**src/rtl/handshake_fork_eager_pkg.sv**
```systemverilog
// Shared handshake helpers: parameter legality checks used at elaboration time.
package handshake_fork_eager_pkg;

  function automatic bit fork_params_ok(input int size, input int data_width);
    return (size >= 1) && (data_width >= 1);
  endfunction

endpackage

```
**src/rtl/handshake_fork_emit_reg.sv**
```systemverilog
// One fork leg: remembers whether this output already took the current token.
module handshake_fork_emit_reg (
  input  logic clk,
  input  logic rst,
  input  logic ins_valid,
  input  logic retire,
  input  logic outs_ready,
  output logic outs_valid,
  output logic done
);

  logic emitted;

  assign outs_valid = ins_valid & ~emitted;
  assign done       = emitted | outs_ready;

  // Retirement wins over setting, so a leg whose last copy transfers in the
  // retiring cycle starts the next token clean.
  always_ff @(posedge clk) begin
    if (rst) begin
      emitted <= 1'b0;
    end else if (retire) begin
      emitted <= 1'b0;
    end else begin
      emitted <= emitted | (outs_valid & outs_ready);
    end
  end

endmodule

```
**src/rtl/handshake_fork_eager.sv**
```systemverilog
// Eager fork: copies one valid/ready stream to SIZE consumers; the input is
// acknowledged once every consumer has taken its copy.
module handshake_fork_eager
  import handshake_fork_eager_pkg::*;
#(
  parameter int SIZE       = 3,
  parameter int DATA_WIDTH = 32
) (
  input  logic                       clk,
  input  logic                       rst,
  input  logic [DATA_WIDTH-1:0]      ins,
  input  logic                       ins_valid,
  output logic                       ins_ready,
  output logic [SIZE*DATA_WIDTH-1:0] outs,
  output logic [SIZE-1:0]            outs_valid,
  input  logic [SIZE-1:0]            outs_ready
);

  if (!fork_params_ok(SIZE, DATA_WIDTH)) begin : g_bad_params
    $error("handshake_fork_eager: SIZE and DATA_WIDTH must both be >= 1");
  end

  logic [SIZE-1:0] done;
  logic            retire;

  // ins_ready depends only on emitted state and outs_ready, never on ins_valid.
  assign ins_ready = &done;
  assign retire    = ins_valid & ins_ready;
  assign outs      = {SIZE{ins}};

  for (genvar i = 0; i < SIZE; i++) begin : g_leg
    handshake_fork_emit_reg u_emit (
      .clk        (clk),
      .rst        (rst),
      .ins_valid  (ins_valid),
      .retire     (retire),
      .outs_ready (outs_ready[i]),
      .outs_valid (outs_valid[i]),
      .done       (done[i])
    );
  end

endmodule
```
**config.mk**
```make
export PLATFORM = sky130hd
export DESIGN_NAME = handshake_fork_eager
export DESIGN_NICKNAME = d
export VERILOG_FILES = /design/src/rtl/handshake_fork_eager_pkg.sv /design/src/rtl/handshake_fork_emit_reg.sv /design/src/rtl/handshake_fork_eager.sv
export SDC_FILE = /design/constraint.sdc
export NUM_CORES = 1
export LEC_CHECK = 0
export ABC_AREA = 1
export ABC_CLOCK_PERIOD_IN_PS = 800
export CORE_MARGIN = 2
export CORE_UTILIZATION = 21
export CTS_CLUSTER_SIZE = 16
export DETAILED_ROUTE_END_ITERATION = 7
export PLACE_DENSITY = 0.79
export RECOVER_POWER = 50
export SETUP_SLACK_MARGIN = 0.1
export SLEW_MARGIN = 20
export SYNTH_ARGS = -nofsm -noshare
export SYNTH_HDL_FRONTEND = slang
export SYNTH_SLANG_ARGS = --single-unit
```
**constraint.sdc**
```tcl
create_clock -name clk -period 0.8 [get_ports clk]
set_input_delay 0.16 -clock clk [delete_from_list [all_inputs] [get_ports clk]]
set_output_delay 0.16 -clock clk [all_outputs]
set_load 0.01 [all_outputs]
```
==> Flow_metrics.wiki <==
{| class="wikitable"
! Metric !! Value
|-
| Outcome || finished with violations
|-
| Violated checks || negative setup slack
|-
| Placement-stage cell area || around 350 sq um
|-
| Fraction of layout instances using a drive strength above 1 || 61.90%
|-
| Final critical-path required period || ~1200 ps
|-
| Layout area overhead || -50.70%
|-
| Hold path depth || 0
|-
| Setup slack after layout || -353.1 ps
|-
| Min Hold Slack || around 320 ps
|-
| Clock latency of the later-clocked register in the worst-skew pair || ~220 ps
|-
| Floorplan die area || between 0.004 and 0.005 sq mm
|-
| Net count of the finished layout || around 80
|-
| Area of the placeable core || 0.004029 sq mm
|-
| Max clock buf depth || 2
|-
| H-tree depth reported by CTS || 1
|-
| Die outline width || 69.04 um
|-
| Global-route wire length before repair || between 1000 and 1500 um
|-
| Worst Skew || about 1.6 ps
|-
| Remaining global-route overflow || 0
|-
| Total of fill cells in the finished design || 476
|-
| Most common library cell in the layout ignoring fill and taps || buf_6
|-
| Global-route total usage across every layer || between 3 and 4%
|-
| Data required, critical path || roughly 640 ps
|-
| Finished layout cell area || around 440 sq um
|-
| Clk pin slew, worst setup/hold paths || 30 ps
|-
| Total power divided by cell area || 1822 mW/mm^2
|-
| Cell type group with the largest total delay on the critical path || simple AND/OR/NAND/NOR gates
|-
| Final standard cell count with taps included and fillers excluded || 92
|-
| Worst hold-check path type || in2out
|-
| Cell at the root of the clock tree || clkbuf_8
|-
| Static leakage power || between 0.15 and 0.2 nW
|-
| Total wire length || between 900 and 1000 um
|-
| Via count || 243
|-
| Ant diodes || 0
|-
| Max Fclk || between 800 and 900 MHz
|-
| Commonest cells after routing, fill and taps aside || buf_6 (7), nor2_1 (6), dlygate4sd2_1 (4), buf_4 (4)
|-
| Worst setup EP type || output pin
|-
| Syn_area_per_cell || around 7.4 sq um
|-
| Worst max-slew margin expressed relative to the limit || between 90% and 100%
|-
| Inserted Clock Buffers || 3
|-
| Synth unique cells || 9
|-
| Mapped Area || 888.4 sq um
|-
| Register name with the most flops || g_leg.u_emit.emitted
|-
| Initial DRC Count || 7
|-
| Post-layout total power || between 0.0007 and 0.0008 W
|-
| Nature of the critical path startpoint || flip-flop
|-
| Synthesis warning total || 0
|-
| Number of global-route vias before repair || between 200 and 300
|-
| Critical path depth in cells || 3
|-
| Cell count after placement || 86
|-
| Number of I/O port buffers || 9
|-
| Number of flip-flops and latches in the synthesized netlist || 3
|-
| Initial Util || roughly 22%
|-
| Type of the worst setup path || reg2out
|-
| Antenna violations before repair || 0
|-
| Registers with the highest flip-flop counts || g_leg.u_emit.emitted x3
|-
| Worst r2r path cells || 6
|-
| Largest stage delay on the critical path || about 300 ps
|-
| Mapped Nets || 158
|-
| CTS hold repair buffers || 0
|-
| Drt drc || 0
|-
| Portion of the clock cycle consumed by the worst path in the final layout || 144.1%
|-
| Arrival time reported for the critical path endpoint || between 900 and 1000 ps
|-
| Post-DRT Antenna Nets || 0
|-
| Clock tree from TritonCTS || yes
|-
| Part of the Yosys area used for sequential elements || around 6.8%
|-
| Via density || about 2.6
|-
| Unrepaired setup endpoints after global routing || yes
|-
| Setup TNS Final || -1745 ps
|-
| Routed wirelength normalized by instance count || between 10 and 15 um
|-
| CP max stage cell || dfxtp_2
|-
| Final setup vio count || 7
|-
| Top-level I/O count || about 140
|-
| Post-detail-place hpwl || roughly 590 um
|-
| Router iterations before antenna repair || 2
|-
| Max VDD drop || approximately 0.00037 V
|-
| Sum of buffers and inverters on the critical path || 1
|-
| Sequence of cells on the critical path || or2_4, and2_4, buf_6
|-
| CTS Sinks || 3
|-
| Floorplan die height || roughly 69 um
|-
| Maximum number of pins on one net before global-route repair || 5
|-
| Final-report max-slew violation count || 0
|-
| Hold Vio Cnt, Final || 0
|-
| Maximum fanout count along the critical path || 2
|-
| Standard-cell rows || 23
|-
| Max capacitance violation total || 0
|-
| Flip-flop count of the largest register after layout || 3
|-
| Slew of the pin with the lowest slew margin || about 140 ps
|-
| Last weighted congestion value of the routability-driven placer || approximately 0.7
|-
| Synthesized instance count || 120
|}
## path summary, 6_finish.rpt
| kind | startpoint | slack (ps) | endpoint |
|---|---|---|---|
| setup / recovery | g_leg[2].u_emit.emitted | -350 | ins_ready |
| setup reg to reg | g_leg[2].u_emit.emitted | -240 | g_leg[1].u_emit.emitted |
| hold reg to reg | g_leg[2].u_emit.emitted | 570 | g_leg[2].u_emit.emitted |
| hold / removal | ins[2] | 320 | outs[66] |
## stage by stage
stage / setup WS, ps / util (%)
2_1_floorplan: -43.21 / -
3_3_place_gp: -834.1 / 8.634
3_5_place_dp: -861.7 / 8.634
4_1_cts: -366.8 / 9.752
5_1_grt: -382.0 / 10.87
6_report: -353.1 / 10.87
## routing by layer
layer	part of all wire (%)	vias up	global-route usage (%)	wire length, um
li1	-	106	-	-
met1	18	98	2.195	166
met2	49	17	3.526	458
met3	22	22	2.778	207
met4	11	0	8.279	106
met5	0	-	0	0
## cell families after synthesis
logic type | share of synthesized area, %
buffers and inverters | 84.51
AND/OR/NAND/NOR | 7.043
flip-flops | 6.761
AO/OA/AOI/OAI | 1.690
## what timing repair did
| action | in CTS | in global routing |
|---|---|---|
| hold endpoints to repair | 0 | 0 |
| cloned | 0 | 0 |
| setup buffers | 1 | 4 |
| pin swaps | 7 | 6 |
| setup endpoints to repair | 7 | 7 |
| gates resized for setup | 25 | 12 |
## area by class of cell
cell class | instances | area (sq um) | area share, %
sequential | 3 | 63.81 | 14.57
inverter | 2 | 7.507 | 1.714
multi-input combinational | 16 | 100.1 | 22.86
timing repair buffer | 17 | 158.9 | 36.29
clock buffer | 4 | 45.04 | 10.29
tap | 50 | 62.56 | 14.29
## report_power, final
part           total (W)  switching [W]  internal [W]
Combinational   0.000184      0.0000734      0.000111
Sequential      0.000171     0.00000748      0.000164
Clock           0.000442       0.000102      0.000340
## synthesized netlist by cell type
cell      n  area, sq um
and2_1    1        6.260
nand3_2   1        10.01
a21oi_1   3        15.01
or2_1     1        6.260
buf_4    99        743.2
nand2_2   1        6.260
inv_1     2        7.510
dfxtp_1   3        60.06
nor2_1    9        33.78
Note: power is estimated with default switching activity, not from simulation.
